### src/rtl/simt_pc_pkg.sv
// Shared constants, phase encoding and lane helper for the SIMT reconvergence PC.
package simt_pc_pkg;

   localparam logic [2:0] CORE_EXECUTE = 3'b101;
   localparam logic [2:0] CORE_UPDATE  = 3'b110;

   localparam int unsigned MAX_LANES   = 32;
   localparam int unsigned LANE_IDX_W  = 5;

   typedef enum logic {
      PH_THEN = 1'b0,
      PH_ELSE = 1'b1
   } phase_e;

   // Lowest set lane index; returns 0 for an empty mask.
   function automatic logic [LANE_IDX_W-1:0] first_active(input logic [MAX_LANES-1:0] mask);
      first_active = '0;
      for (int i = MAX_LANES - 1; i >= 0; i--) begin
         if (mask[i]) first_active = LANE_IDX_W'(i);
      end
   endfunction

endpackage

### src/rtl/reconv_stack.sv
// LIFO of reconvergence entries: push new region, pop finished region, flip top to else-path.
module reconv_stack
   import simt_pc_pkg::*;
#(
   parameter  int unsigned DEPTH = 4,
   parameter  int unsigned PC_W  = 8,
   parameter  int unsigned LANES = 4,
   localparam int unsigned LVL_W = $clog2(DEPTH + 1)
) (
   input  logic              clk,
   input  logic              reset,
   input  logic              push_i,
   input  logic              pop_i,
   input  logic              wr_top_i,
   input  logic [PC_W-1:0]   push_alt_pc_i,
   input  logic [LANES-1:0]  push_alt_mask_i,
   input  logic [LANES-1:0]  push_outer_mask_i,
   input  logic [PC_W-1:0]   wr_resume_pc_i,
   output logic [PC_W-1:0]   top_alt_pc_o,
   output logic [LANES-1:0]  top_alt_mask_o,
   output logic [LANES-1:0]  top_outer_mask_o,
   output logic [PC_W-1:0]   top_resume_pc_o,
   output phase_e            top_phase_o,
   output logic              full_c_o,
   output logic              empty_c_o,
   output logic [LVL_W-1:0]  level_o
);

   localparam int unsigned IDX_W = (DEPTH > 1) ? $clog2(DEPTH) : 1;

   logic [PC_W-1:0]  alt_pc_q     [DEPTH];
   logic [LANES-1:0] alt_mask_q   [DEPTH];
   logic [LANES-1:0] outer_mask_q [DEPTH];
   logic [PC_W-1:0]  resume_pc_q  [DEPTH];
   phase_e           phase_q      [DEPTH];
   logic [LVL_W-1:0] level_q;
   logic [IDX_W-1:0] push_idx;
   logic [IDX_W-1:0] top_idx;

   assign push_idx = IDX_W'(level_q);
   assign top_idx  = IDX_W'(level_q - LVL_W'(1));

   always_ff @(posedge clk) begin
      if (reset) begin
         level_q <= '0;
         for (int i = 0; i < DEPTH; i++) begin
            alt_pc_q[i]     <= '0;
            alt_mask_q[i]   <= '0;
            outer_mask_q[i] <= '0;
            resume_pc_q[i]  <= '0;
            phase_q[i]      <= PH_THEN;
         end
      end else if (push_i) begin
         alt_pc_q[push_idx]     <= push_alt_pc_i;
         alt_mask_q[push_idx]   <= push_alt_mask_i;
         outer_mask_q[push_idx] <= push_outer_mask_i;
         resume_pc_q[push_idx]  <= '0;
         phase_q[push_idx]      <= PH_THEN;
         level_q                <= level_q + LVL_W'(1);
      end else if (pop_i) begin
         level_q <= level_q - LVL_W'(1);
      end else if (wr_top_i) begin
         resume_pc_q[top_idx] <= wr_resume_pc_i;
         phase_q[top_idx]     <= PH_ELSE;
      end
   end

   assign top_alt_pc_o     = alt_pc_q[top_idx];
   assign top_alt_mask_o   = alt_mask_q[top_idx];
   assign top_outer_mask_o = outer_mask_q[top_idx];
   assign top_resume_pc_o  = resume_pc_q[top_idx];
   assign top_phase_o      = phase_q[top_idx];
   assign full_c_o         = (level_q == LVL_W'(DEPTH));
   assign empty_c_o        = (level_q == '0);
   assign level_o          = level_q;

endmodule

### src/rtl/simt_reconv_pc.sv
// Per-block PC with nested SSY/SYNC divergence; drives fetch PC and the active-lane mask.
module simt_reconv_pc
   import simt_pc_pkg::*;
#(
   parameter  int unsigned PROGRAM_MEM_ADDR_BITS = 8,
   parameter  int unsigned DATA_MEM_DATA_BITS    = 8,
   parameter  int unsigned THREADS_PER_BLOCK     = 4,
   parameter  int unsigned STACK_DEPTH           = 4,
   localparam int unsigned PCW                   = PROGRAM_MEM_ADDR_BITS,
   localparam int unsigned TPB                   = THREADS_PER_BLOCK,
   localparam int unsigned LVL_W                 = $clog2(STACK_DEPTH + 1)
) (
   input  logic                          clk,
   input  logic                          reset,
   input  logic [2:0]                    core_state,
   input  logic                          decoded_pc_mux,
   input  logic                          decoded_ssy,
   input  logic                          decoded_sync,
   input  logic [2:0]                    decoded_nzp,
   input  logic [DATA_MEM_DATA_BITS-1:0] decoded_immediate,
   input  logic [3*TPB-1:0]              nzp,
   output logic [TPB-1:0]                thread_mask,
   output logic [PCW-1:0]                current_pc,
   output logic [PCW-1:0]                next_pc,
   output logic [LVL_W-1:0]              stack_level,
   output logic                          stack_err
);

   logic [PCW-1:0]        current_pc_q, current_pc_d;
   logic [PCW-1:0]        next_pc_q, next_pc_d;
   logic [TPB-1:0]        mask_q, mask_d;
   logic                  err_q, err_d;
   logic [PCW-1:0]        pc_inc;
   logic [PCW-1:0]        imm_pc;
   logic [TPB-1:0]        match;
   logic [LANE_IDX_W-1:0] ref_idx;
   logic                  br_taken;
   logic                  push_c, pop_c, wr_top_c;
   logic [PCW-1:0]        top_alt_pc, top_resume_pc;
   logic [TPB-1:0]        top_alt_mask, top_outer_mask;
   phase_e                top_phase;
   logic                  full_c, empty_c;

   assign pc_inc = current_pc_q + PCW'(1);
   assign imm_pc = PCW'(decoded_immediate);

   // Per-lane condition match against the decoded NZP mask.
   always_comb begin
      match = '0;
      for (int i = 0; i < TPB; i++) begin
         match[i] = |(nzp[3*i +: 3] & decoded_nzp);
      end
   end

   assign ref_idx  = first_active(MAX_LANES'(mask_q));
   assign br_taken = (|mask_q) && (|(match & (TPB'(1) << ref_idx)));

   reconv_stack #(
      .DEPTH (STACK_DEPTH),
      .PC_W  (PCW),
      .LANES (TPB)
   ) u_stack (
      .clk               (clk),
      .reset             (reset),
      .push_i            (push_c),
      .pop_i             (pop_c),
      .wr_top_i          (wr_top_c),
      .push_alt_pc_i     (imm_pc),
      .push_alt_mask_i   (mask_q & ~match),
      .push_outer_mask_i (mask_q),
      .wr_resume_pc_i    (pc_inc),
      .top_alt_pc_o      (top_alt_pc),
      .top_alt_mask_o    (top_alt_mask),
      .top_outer_mask_o  (top_outer_mask),
      .top_resume_pc_o   (top_resume_pc),
      .top_phase_o       (top_phase),
      .full_c_o          (full_c),
      .empty_c_o         (empty_c),
      .level_o           (stack_level)
   );

   // Decode priority pc_mux > sync > ssy, evaluated only in EXECUTE.
   always_comb begin
      next_pc_d = next_pc_q;
      mask_d    = mask_q;
      err_d     = err_q;
      push_c    = 1'b0;
      pop_c     = 1'b0;
      wr_top_c  = 1'b0;
      if (core_state == CORE_EXECUTE) begin
         next_pc_d = pc_inc;
         if (decoded_pc_mux) begin
            if (br_taken) next_pc_d = imm_pc;
         end else if (decoded_sync) begin
            if (empty_c) begin
               err_d  = 1'b1;
               mask_d = '1;
            end else if (top_phase == PH_THEN) begin
               wr_top_c  = 1'b1;
               mask_d    = top_alt_mask;
               next_pc_d = top_alt_pc;
            end else begin
               pop_c     = 1'b1;
               mask_d    = top_outer_mask;
               next_pc_d = top_resume_pc;
            end
         end else if (decoded_ssy) begin
            if (full_c) begin
               err_d = 1'b1;
            end else begin
               push_c = 1'b1;
               mask_d = mask_q & match;
            end
         end
      end
   end

   assign current_pc_d = (core_state == CORE_UPDATE) ? next_pc_q : current_pc_q;

   always_ff @(posedge clk) begin
      if (reset) begin
         current_pc_q <= '0;
         next_pc_q    <= '0;
         mask_q       <= '1;
         err_q        <= 1'b0;
      end else begin
         current_pc_q <= current_pc_d;
         next_pc_q    <= next_pc_d;
         mask_q       <= mask_d;
         err_q        <= err_d;
      end
   end

   assign current_pc  = current_pc_q;
   assign next_pc     = next_pc_q;
   assign thread_mask = mask_q;
   assign stack_err   = err_q;

endmodule

### config.mk
export PLATFORM = sky130hd
export DESIGN_NAME = simt_reconv_pc
export DESIGN_NICKNAME = d
export VERILOG_FILES = /design/src/rtl/simt_pc_pkg.sv /design/src/rtl/reconv_stack.sv /design/src/rtl/simt_reconv_pc.sv
export SDC_FILE = /design/constraint.sdc
export NUM_CORES = 1
export LEC_CHECK = 0
export BUFFER_PORTS_ARGS = -buffer_cell sky130_fd_sc_hd__buf_2
export CAP_MARGIN = 20
export CORE_ASPECT_RATIO = 0.9
export CORE_MARGIN = 4
export CORE_UTILIZATION = 45
export CTS_CLUSTER_DIAMETER = 80
export DETAILED_ROUTE_END_ITERATION = 10
export GPL_TIMING_DRIVEN = 0
export PLACE_DENSITY_LB_ADDON = 0.12
export SETUP_SLACK_MARGIN = 0.4
export SYNTH_ARGS = -nofsm -noshare
export SYNTH_HDL_FRONTEND = slang
export SYNTH_SLANG_ARGS = --single-unit
### constraint.sdc
create_clock -name clk -period 3.6 [get_ports clk]
set_input_delay 0.36 -clock clk [delete_from_list [all_inputs] [get_ports clk]]
set_output_delay 0.36 -clock clk [all_outputs]
set_load 0.005 [all_outputs]
Word level (Yosys, flattened, before mapping)
Memory sizes are Yosys's and may differ from the RTL's.
Cells that the tools add are included.
{ "totals": {"ff_bits": 24, "mem_bits_rw": 100, "input_bits": 31, "elab_cells": 114, "mem_count": 5} }
{ "op_classes": {"addsub": 3, "eq_ne": 5, "shift": 1, "muxes": 66, "bitwise_logic": 9, "n_reduce_logical": 20} }
{ "mem_list": {"columns": ["name", "depth", "width", "rd", "rd_ports_with_merged_regs", "write_ports", "line", "text"], "rows": [
  ["u_stack.alt_pc_q", 4, 8, 1, 0, 4, "reconv_stack.sv:31", "logic [PC_W-1:0] alt_pc_q [DEPTH];"],
  ["u_stack.resume_pc_q", 4, 8, 1, 0, 4, "reconv_stack.sv:34", "logic [PC_W-1:0] resume_pc_q [DEPTH];"],
  ["u_stack.alt_mask_q", 4, 4, 1, 0, 4, "reconv_stack.sv:32", "logic [LANES-1:0] alt_mask_q [DEPTH];"],
  ["u_stack.outer_mask_q", 4, 4, 1, 0, 4, "reconv_stack.sv:33", "logic [LANES-1:0] outer_mask_q [DEPTH];"],
  ["u_stack.phase_q", 4, 1, 1, 0, 4, "reconv_stack.sv:35", "phase_e phase_q [DEPTH];"]
]} }
{ "op_table": {"columns": ["cell", "count"], "rows": [
  ["two-way mux 8 bit", 8],
  ["two-way mux 1 bit", 38],
  ["two-way mux 4 bit", 7],
  ["OR reduction 8 bit", 3],
  ["two-way mux 2 bit", 8],
  ["OR reduction 4 bit", 4],
  ["two-way mux 5 bit", 3],
  ["AND 3 bit", 4],
  ["AND 4 bit", 3],
  ["OR reduction 3 bit", 4],
  ["== test 3 bit, second input constant", 3],
  ["adder 8 x 1 -> 8 bit, second input constant", 1],
  ["two-way mux 3 bit", 2],
  ["nonzero test 2 bit", 3],
  ["AND reduction 5 bit", 1],
  ["<< shifter 1 x 5 -> 4 bit, first input constant", 1],
  ["inverter 4 bit", 1],
  ["AND reduction 4 bit", 1],
  ["adder 3 x 1 -> 3 bit, second input constant", 1],
  ["zero test 3 bit", 1],
  ["subtractor 3 x 1 -> 3 bit, second input constant", 1],
  ["inequality test 2 x 1 -> 1 bit, second input constant", 1],
  ["inequality test 2 bit, second input constant", 1],
  ["OR reduction 1 bit", 2],
  ["other kinds (2)", 2]
]} }

Depth between registers and ports, before layout
Gate-level depths: netlist of run 1.
An unclocked memory read counts as a cell.
{ "depth": {"depth_word": 14, "depth_mapped": 12, "depth_no_buf": 8} }

Hierarchy
Synthesis of run 1 repeated with hierarchy kept, for this count alone.
{ "unflattened": {"cells_unflattened": 483, "area_unflattened_um2": 6103.4} }
{ "by_module_without_submodules": {"columns": ["mod", "n_inst", "cells_each", "area_per_inst_um2"], "rows": [
  ["reconv_stack", 1, 286, 4585.6],
  ["simt_reconv_pc", 1, 197, 1517.7]
]} }

Worst setup path after synthesis of run 1
Ideal clock, no wire load.
{ "synth_timing": {"path_type": "reg2reg", "startpoint": "register u_stack.level_q[0] (netlist: u_stack.level_o[0])", "endpoint": "memory u_stack.phase_q[1] (netlist name), enable pin", "setup_ns": 0.340, "t_arrival_ns": 2.947, "path_slack_ns": 0.313, "path_stages_with_launch": 13, "path_buffers": 4, "cell_sequence": "dfxtp_1 > buf_6 > buf_2 > buf_2 > inv_2 > ha_1 > mux4_2 > nand4b_4 > or2_1 > clkbuf_1 > inv_1 > a41oi_4 > nand2b_1"} }
{ "synth_lines": {"columns": ["item", "line", "text"], "rows": [
  ["from (decl)", "reconv_stack.sv:36", "logic [LVL_W-1:0] level_q;"],
  ["from (signal assigned)", "reconv_stack.sv:59", "level_q <= level_q + LVL_W'(1);"],
  ["from (signal assigned)", "reconv_stack.sv:61", "level_q <= level_q - LVL_W'(1);"],
  ["to (decl)", "reconv_stack.sv:35", null]
]} }

==> results of run 1 <==
flip-flops by register name, indices dropped and copies added (netlist names):
signal and cells:
u_stack.phase_q 4, thread_mask 4, current_pc 8, u_stack.outer_mask_q 16, u_stack.level_o 3, stack_err 1, next_pc 8, u_stack.alt_mask_q 16
u_stack.alt_pc_q 32, u_stack.resume_pc_q 32
routing by layer:
| metal | GRT usage, % | vias up | wire length [um] |
|---|---|---|---|
| met5 | 0 | - | 0 |
| met4 | 5.59 | 0 | 133 |
| met3 | 5.77 | 10 | 1060 |
| met2 | 33.5 | 155 | 7510 |
| met1 | 30.9 | 2142 | 7260 |
| li1 | - | 1987 | - |
placed cells by master (no fill, tap or decap), types with 5 or more instances in the layout:
cell | netlist | layout
edfxtp_1 | 100 | 100
buf_2 | 4 | 56
and2_1 | 46 | 46
nor2_1 | 47 | 46
mux4_2 | 25 | 25
dfxtp_1 | 24 | 24
nand2_1 | 23 | 23
nor3_1 | 23 | 22
clkbuf_1 | 24 | 21
mux2i_1 | 21 | 21
clkbuf_16 | 0 | 17
nand3_1 | 13 | 13
a21oi_1 | 11 | 11
nor2_2 | 8 | 9
o21bai_1 | 10 | 9
a31oi_1 | 9 | 9
o21ai_0 | 8 | 8
buf_4 | 0 | 8
inv_1 | 7 | 6
nor2b_1 | 6 | 6
xor2_1 | 6 | 6
clkbuf_8 | 0 | 6
xnor2_1 | 5 | 5
nand2b_4 | 0 | 5
o211ai_1 | 5 | 5
path summary, 6_finish.rpt:
check	cells past startpoint	slack [ns]	to
min reg2reg	2	0.47	stack_err$_SDFFE_PP0P_
max reg2reg	13	0.52	u_stack.resume_pc_q[1][3]$_SDFFCE_PN0P_
min	3	0.26	next_pc[5]$_SDFFE_PP0N_
max	13	0.52	u_stack.resume_pc_q[1][3]$_SDFFCE_PN0P_
metrics by stage:
stage | power, mW | util (%) | setup TNS [ns] | worst slack, ns | cells
after floorplan | 1.75 | - | 0 | 0.473 | 481
after global placement | 1.83 | 50.6 | -35.20 | -0.763 | 698
after detailed placement | 1.83 | 50.7 | -39.49 | -0.815 | 699
after CTS | 3.49 | 56.5 | 0 | 0.474 | 737
after global routing | 3.57 | 57.1 | 0 | 0.384 | 743
final | 3.47 | 57.1 | 0 | 0.523 | 743
critical path, stage by stage, from the launching register on:
cell      delay [ns]
dfxtp_1         0.36
buf_6           0.13
buf_12          0.15
buf_8           0.16
inv_4           0.09
ha_1            0.34
mux4_2          0.32
nand4b_4        0.19
or2_1           0.23
clkbuf_1        0.16
inv_2           0.13
a41oi_4         0.19
buf_4           0.20
nand2b_4        0.11
cells by family (layout without fill, tap and decap cells):
kind of cell | after synthesis | in the layout | synth area share [%]
mux | 47 | 47 | 12.9
xor+xnor | 11 | 11 | 1.59
flops | 124 | 124 | 57.4
buf+inv | 39 | 135 | 2.74
simple gates | 190 | 192 | 16.6
compound gates | 66 | 66 | 7.98
fa+ha+maj | 4 | 4 | 0.825
final cells by class:
cell class | instances | area [um2] | area share (%)
Sequential cell | 124 | 3480 | 47.2
Multi-Input combinational cell | 320 | 2530 | 34.3
Clock buffer | 27 | 523 | 7.09
Timing Repair Buffer | 64 | 370 | 5.02
Tap cell | 164 | 205 | 2.78
Buffer | 31 | 178 | 2.41
Clock inverter | 5 | 58.8 | 0.797
Inverter | 8 | 32.5 | 0.441
power breakdown:
group / total, mW / switching [mW] / internal, mW
Clock: 1.66 / 0.598 / 1.06
Sequential: 1.61 / 0.0188 / 1.59
Combinational: 0.206 / 0.122 / 0.0838
Total: 3.47 / 0.739 / 2.74
what timing repair did:
action	CTS	global route
hold endpoints to repair	0	0
buffers inserted	4	6
setup endpoints to repair	203	75
cloned	2	0
resized for setup	33	4
pin swaps	1	1
==> impl_metrics.tcl, run 1 <==
set metrics [dict create \
    wire_per_inst_um 21.5 \
    syn2layout_area_growth_pct 21.6 \
    cts-hold-fix-buffers 0 \
    synth_edf_count 100 \
    grt_pass1_vias 4280 \
    synth_seq_cells 124 \
    rr_startpoint "u_stack.level_o[0]$_SDFFE_PP0P_" \
    core.rowCount 39 \
    synth-seq-area-share_pct 57.4 \
    filler_cell_count 1066 \
    drc 0 \
    status "finished, final reports clean" \
    num_io_pins 55 \
    synthMostInstantiatedCell "edfxtp_1" \
    synth.top_cell.area_share_pct 49.5 \
    cts_sinks 124 \
    post_synth_instance_area_um2 6070 \
    postSynthCellCount 481 \
    maxCapViolCount 0 \
    min_period_ns 3.08 \
    cts-root-to-sink-buffers 2 \
    avgViaCountPerCell 5.78 \
    design.die.area_um2 15400 \
    cts.htree.levels 4 \
    timing.hold.worst.start "decoded_immediate[5]" \
    drt_pass1_iterations 5 \
    ir_worst_vdd_mv 0.325 \
    drt.antenna.violating_nets 0 \
    final_max_slew_viol_count 0 \
    grt-ovfl-total 0 \
    drt_wl_total_mm 16.0 \
    worst_ep_required_time_ns 3.72 \
    critical_path.startpoint "u_stack.level_o[0]$_SDFFE_PP0P_" \
    core_box_area_um2 12900 \
    final.hold.worst_slack_ns 0.256 \
    cts-buffers-inserted 17 \
    clock_tree_from_tritoncts "done" \
    grt_setup_unrepaired "false" \
    synth_top_cells_by_count "100 x edfxtp_1, 47 x nor2_1, 46 x and2_1, 25 x mux4_2" \
    worst-setup-path-type "reg2reg" \
    place.detailed.hpwl_mm 11.0 \
    clock_latency_ns 0.42 \
    fin_area_um2 7380 \
    slew_headroom_pct 48.6 \
    timing.critical_path.arrival_ns 3.20 \
    antenna_found_initial 0 \
    synth.avg_cell_area_um2 12.6 \
    final_layout_size_suffix_gt1_share_pct 27.6 \
    synth-main-ff-cell "edfxtp_1" \
    detailroute.via_count 4294 \
    timing.critical_path.fanout_max 10 \
    clock-skew-final_ns 0.00958 \
    layout_worst_path_cycle_share_pct 85.5 \
    insertedDiodeCount 0 \
    cts_root_buffer "clkbuf_16" \
    grt_use_total_pct 21.8 \
    min_path_type "in2reg" \
    ys_top_cells_by_area "edfxtp_1 49%, mux4_2 9.3%, dfxtp_1 7.9%" \
    initial_core_util_pct 46.9 \
    path_clk_slew_ns 0.06 \
    largest_net_degree_at_the_start_of_global_routing 18 \
    fp.dieW_um 130 \
    timing_worst_slew_pin_value_ns 0.770 \
    async_flop_share_pct 0 \
    die_h_um 118 \
    postSynthNetCount 516 \
    post-synth-top-area-cell "edfxtp_1" \
    setup_viol_count_final 0 \
    worstSetupEndpointType "flip-flop" \
    hold_viol 0 \
    yosys_warn_count 0 \
    detail_route.iter0.violations 394 \
    cellPowerDensity_nw_per_um2 471 \
    grt_pass1_wl_mm 24.8 \
    leakagePower_nw 2.84 \
    fmaxAchievable_mhz 325 \
    layout.nets 601 \
    synth_cell_type_count 52 \
    buffer_ports.inserted 53 \
    startpoint_types "flip-flop" \
    placedInstanceArea_um2 6550 \
    gp_routability_congestion 0.809 \
]
No activity file was read; power rests on OpenSTA's default activity.
==> run 2: changes to the inputs <==
--- a/config.mk
+++ b/config.mk
@@ -9,10 +9,9 @@
 export CAP_MARGIN = 20
 export CORE_ASPECT_RATIO = 0.9
 export CORE_MARGIN = 4
-export CORE_UTILIZATION = 45
+export CORE_UTILIZATION = 50
 export CTS_CLUSTER_DIAMETER = 80
 export DETAILED_ROUTE_END_ITERATION = 10
-export GPL_TIMING_DRIVEN = 0
 export PLACE_DENSITY_LB_ADDON = 0.12
 export SETUP_SLACK_MARGIN = 0.4
 export SYNTH_ARGS = -nofsm -noshare
==> impl_metrics.tcl, run 2 (synthesis gave the netlist of run 1 again) <==
set metrics [dict create \
    status "finished, final reports clean" \
    num_io_pins 55 \
    design.die.area_um2 14000 \
    avgViaCountPerCell 5.82 \
    initial_core_util_pct 52.0 \
    filler_cell_count 943 \
    clock-skew-final_ns 0.0122 \
    hold_viol 0 \
    clock_latency_ns 0.42 \
    grt_use_total_pct 22.7 \
    min_path_type "in2reg" \
    core_box_area_um2 11700 \
    post_layout_nonfiller_instances 703 \
    timing_worst_slew_pin_value_ns 0.915 \
    worst_ep_required_time_ns 3.67 \
    startpoint_types "flip-flop" \
    drt_pass1_iterations 5 \
    slew_headroom_pct 38.9 \
    routedLengthMet1_mm 6.99 \
    detail_route.iter0.violations 392 \
    timing.critical_path.arrival_ns 3.09 \
    gp_routability_congestion 0.886 \
    power_mw 3.31 \
    setup_tns_ns 0 \
    largest_net_degree_at_the_start_of_global_routing 34 \
    dp.cells 672 \
    final_layout_size_suffix_gt1_share_pct 25.0 \
    highest-signal-layer "met4" \
    min_period_ns 3.03 \
    leakagePower_nw 2.67 \
    drt.antenna.violating_nets 0 \
    worstSetupEndpointType "flip-flop" \
    die_h_um 113 \
    cts-hold-fix-buffers 0 \
    wire_per_inst_um 21.1 \
    fp.dieW_um 124 \
    clock_tree_from_tritoncts "done" \
    cts-buffers-inserted 17 \
    timing.critical_path.fanout_max 16 \
    grt_pass1_wl_mm 23.3 \
    cellPowerDensity_nw_per_um2 472 \
    layout_worst_path_cycle_share_pct 84.1 \
    ir_worst_vdd_mv 0.322 \
    placement.setup.worst_slack_ns 0.594 \
    post-cts-setup-buffer-count 0 \
    layout_common_cells "100 x edfxtp_1, 54 x buf_2, 47 x nor2_1, 46 x and2_1, 25 x mux4_2" \
    cts_root_buffer "clkbuf_16" \
    grt_pass1_vias 3992 \
    routed-wl-met3_mm 1.02 \
    path_clk_slew_ns 0.05 \
    core.rowCount 37 \
    reg_top3 "u_stack.alt_pc_q: 32 flops, u_stack.resume_pc_q: 32 flops" \
    fmaxAchievable_mhz 330 \
    final_core_util_pct 60.1 \
    final_max_slew_viol_count 0 \
    cts-root-to-sink-buffers 2 \
    syn2layout_area_growth_pct 15.6 \
    maxCapViolCount 0 \
    layout.nets 570 \
    cts.htree.levels 4 \
    insertedDiodeCount 0 \
    worst-setup-path-type "reg2reg" \
    setup_viol_count_final 0 \
    place.detailed.hpwl_mm 10.2 \
    buffer_ports.inserted 54 \
    cts_sinks 124 \
    drt_wl_total_mm 14.8 \
    layout.cells.most_common "edfxtp_1" \
    antenna_found_initial 0 \
    drc 0 \
    grt-ovfl-total 0 \
    detailroute.via_count 4094 \
    final_critical_path_setup_slack_ns 0.572 \
    routed-wl-met2_mm 6.51 \
    grt_setup_unrepaired "false" \
]
## run 2: cell count changes in the layout (fill, tap and decap cells not counted), sizes merged
| cell | before | now |
|---|---|---|
| clkbuf | 51 | 20 |
| buf | 71 | 66 |
| nand2b | 9 | 7 |
| clkinv | 2 | 8 |
## run 2: where the power goes
part           switching, mW  internal (mW)
clock network          0.582          0.925
registers             0.0223           1.59
logic                  0.113         0.0737
## run 2: per-layer routing
| metal | vias to the layer above | track usage (%) |
|---|---|---|
| li1 | 1904 | - |
| met1 | 2016 | 34.1 |
| met2 | 145 | 31.6 |
| met3 | 29 | 6.50 |
| met4 | 0 | 7.66 |
| met5 | - | 0 |
## run 2: through the flow
step / hold slack [ns] / cell area [um2]
6_report: 0.239 / 7020
4_1_cts: 0.225 / 7010
3_3_place_gp: 0.472 / 6500
3_5_place_dp: 0.466 / 6500
5_1_grt: 0.241 / 7020
2_1_floorplan: 0.460 / 6070
## run 2: worst max-delay path: stages (launching register included)
cell and delay (ns):
dfxtp_1 0.51, inv_1 0.15, ha_1 0.24, a21bo_2 0.25, or4_1 0.66, nor3_1 0.24
buf_4 0.22, or2_2 0.39
## run 2: what timing repair did
| item | 4_1_cts | 5_1_grt |
|---|---|---|
| gates resized for setup | 0 | 1 |
| setup endpoints to repair | 0 | 9 |
| hold endpoints to repair | 0 | 0 |
## run 2: worst paths after layout
path | startpoint | to | slack [ns] | cells past startpoint
setup / recovery | u_stack.level_o[1]$_SDFFE_PP0P_ | u_stack.alt_mask_q[0][1]$_SDFFCE_PN0P_ | 0.57 | 7
hold / removal | reset | u_stack.level_o[0]$_SDFFE_PP0P_ | 0.24 | 2
setup reg to reg | u_stack.level_o[1]$_SDFFE_PP0P_ | u_stack.alt_mask_q[0][1]$_SDFFCE_PN0P_ | 0.57 | 7
hold reg to reg | stack_err$_SDFFE_PP0P_ | stack_err$_SDFFE_PP0P_ | 0.49 | 2
## run 2: final cells by class
| type | count | area (um2) | share of cell area (%) |
|---|---|---|---|
| inverter | 8 | 30.0 | 0.428 |
| sequential | 124 | 3480 | 49.7 |
| tap | 156 | 195 | 2.78 |
| clock buffer | 20 | 437 | 6.22 |
| timing repair buffer | 66 | 360 | 5.14 |
| multi-input combinational | 318 | 2430 | 34.6 |
| clock inverter | 11 | 78.8 | 1.12 |
==> run 3: changes to the inputs <==
==> constraint.sdc (replaced) <==
create_clock -name clk -period 2.6 [get_ports clk]
set_input_delay 0.26 -clock clk [delete_from_list [all_inputs] [get_ports clk]]
set_output_delay 0.26 -clock clk [all_outputs]
set_load 0.005 [all_outputs]
==> impl_metrics.tcl, run 3 (synthesis gave the netlist of run 1 again) <==
set metrics [dict create \
    status "finished, final reports clean" \
    power_mw 4.73 \
    final_core_util_pct 65.8 \
    clock-skew-final_ns 0.00976 \
    min_period_ns 2.29 \
    clock_tree_from_tritoncts "done" \
    detail_route.iter0.violations 490 \
    combPwrFrac_pct 6.5 \
    worstSetupEndpointType "flip-flop" \
    min_path_type "in2reg" \
    max_stage_delay_ns 0.50 \
    fmaxAchievable_mhz 437 \
    grt_setup_unrepaired "true" \
    grt-ovfl-total 0 \
    sequentialPowerShare_pct 47.2 \
    core.rowCount 37 \
    drc 0 \
    cts-hold-fix-buffers 0 \
    ir_worst_vdd_mv 0.433 \
    p_clk_share_pct 46.3 \
    r2r_cells 6 \
    leakagePower_nw 2.96 \
    gp_routability_congestion 0.810 \
    net-switching-power_mw 1.09 \
    largest_net_degree_at_the_start_of_global_routing 32 \
    worst_hold_depth 3 \
    clock_latency_ns 0.42 \
    layout.cells.most_common "edfxtp_1" \
    filler_cell_count 863 \
    drt_pass1_iterations 5 \
    final_max_slew_viol_count 0 \
    syn2layout_area_growth_pct 26.6 \
    path_clk_slew_ns 0.06 \
    cts-root-to-sink-buffers 2 \
    die_h_um 113 \
    cellPowerDensity_nw_per_um2 616 \
    slew_headroom_pct 51.2 \
    initial_core_util_pct 52.0 \
    layout.nets 605 \
    fin_area_um2 7680 \
    dp.cells 684 \
    sw_frac_of_total_pct 23.1 \
    design.die.area_um2 14000 \
    worst_ep_required_time_ns 2.72 \
    final_layout_size_suffix_gt1_share_pct 36.0 \
    critical_path.startpoint "u_stack.level_o[0]$_SDFFE_PP0P_" \
    buffer_ports.inserted 54 \
    placedInstanceArea_um2 6680 \
    cts-buffers-inserted 17 \
    wire_per_inst_um 22.1 \
    layout_worst_path_cycle_share_pct 87.9 \
    insertedDiodeCount 0 \
    antenna_found_initial 0 \
    setup_tns_ns 0 \
    grt_pass1_vias 4324 \
    drt.antenna.violating_nets 0 \
    place.detailed.hpwl_mm 10.5 \
    hold_viol 0 \
    drt_wl_total_mm 16.4 \
    timing_worst_slew_pin_value_ns 0.727 \
    internal_power_mw 3.64 \
    maxCapViolCount 0 \
    rr_startpoint "u_stack.level_o[0]$_SDFFE_PP0P_" \
    core_box_area_um2 11700 \
    worst-setup-path-type "reg2reg" \
    critPathSlowestCell "mux4_2" \
    reg2reg_slack_ns 0.31 \
    critical_path.cell_chain "buf_4, mux4_2, nand4b_4, or3_4, a2bb2oi_4, nand2b_4" \
    cts.htree.levels 4 \
    cts_root_buffer "clkbuf_16" \
    grt_pass1_wl_mm 24.3 \
    avgViaCountPerCell 5.94 \
    num_io_pins 55 \
    startpoint_types "flip-flop" \
    timing.critical_path.fanout_max 5 \
    reg_top3 "u_stack.alt_pc_q: 32 flops, u_stack.resume_pc_q: 32 flops" \
    layout_common_cells "100 x edfxtp_1, 54 x buf_2, 46 x and2_1, 45 x nor2_1, 32 x buf_4" \
    cts_sinks 124 \
    fp.dieW_um 124 \
    post_layout_nonfiller_instances 739 \
    cp_capture_point "u_stack.resume_pc_q[0][7]$_SDFFCE_PN0P_" \
    grt_use_total_pct 23.6 \
    critical_path.reg2reg.endpoint "u_stack.resume_pc_q[0][7]$_SDFFCE_PN0P_" \
    detailroute.via_count 4390 \
    timing.critical_path.arrival_ns 2.41 \
    setup_viol_count_final 0 \
]
run 3: area by class of cell:
| class | count | area, um2 | share of cell area, % |
|---|---|---|---|
| clock buffer | 17 | 425 | 5.54 |
| clock inverter | 15 | 125 | 1.63 |
| inverter | 8 | 40.0 | 0.521 |
| multi-input combinational | 325 | 2760 | 36.0 |
| sequential | 124 | 3490 | 45.4 |
| tap | 156 | 195 | 2.54 |
| timing repair buffer | 94 | 644 | 8.39 |
run 3: critical path: cells and delay by family, from the launching register on:
kind                   cells  cell delay, ns
and+or+nand+nor            3            0.78
muxes                      1            0.50
DFF                        1            0.39
AOI/OAI and AO/OA          1            0.20
buffers and inverters      1            0.12
run 3: worst min-delay path by stage:
| stage | start | endpoint | slack [ns] |
|---|---|---|---|
| 2_1_floorplan | decoded_immediate[0] | next_pc[0]$_SDFFE_PP0N_ | 0.42 |
| 3_3_place_gp | stack_err$_SDFFE_PP0P_ | stack_err$_SDFFE_PP0P_ | 0.48 |
| 3_5_place_dp | stack_err$_SDFFE_PP0P_ | stack_err$_SDFFE_PP0P_ | 0.49 |
| 4_1_cts | decoded_immediate[1] | next_pc[1]$_SDFFE_PP0N_ | 0.16 |
| 5_1_grt | decoded_immediate[2] | next_pc[2]$_SDFFE_PP0N_ | 0.18 |
| 6_report | decoded_immediate[1] | next_pc[1]$_SDFFE_PP0N_ | 0.16 |
run 3: power groups by stage:
| stage | Sequential, mW | Combinational (mW) | Clock (mW) |
|---|---|---|---|
| after floorplan | 2.26 | 0.168 | 0 |
| after global placement | 2.27 | 0.273 | 0 |
| after detailed placement | 2.27 | 0.276 | 0 |
| after CTS | 2.23 | 0.289 | 2.20 |
| after global routing | 2.24 | 0.327 | 2.29 |
| final | 2.23 | 0.305 | 2.19 |
run 3: stage by stage:
step | worst slack (ns) | hold WS (ns)
floorplan | -0.0562 | 0.425
global placement | 0.187 | 0.478
detailed placement | 0.159 | 0.489
CTS | 0.374 | 0.164
global route | 0.256 | 0.179
finish | 0.314 | 0.164
run 3: routing by layer:
layer	global-route usage (%)	routed length, um	vias to the layer above	share of wire [%]
li1	-	-	1994	-
met1	33.3	7150	2197	44
met2	36.1	7780	179	48
met3	6.25	1160	20	7.1
met4	6.64	269	0	1.6
met5	0	0	-	0
run 3: timing repair:
item	CTS	global route
pin swaps	7	8
endpoints found under the setup margin	154	108
buffers inserted	10	5
gates cloned	5	3
gates resized for setup	17	33
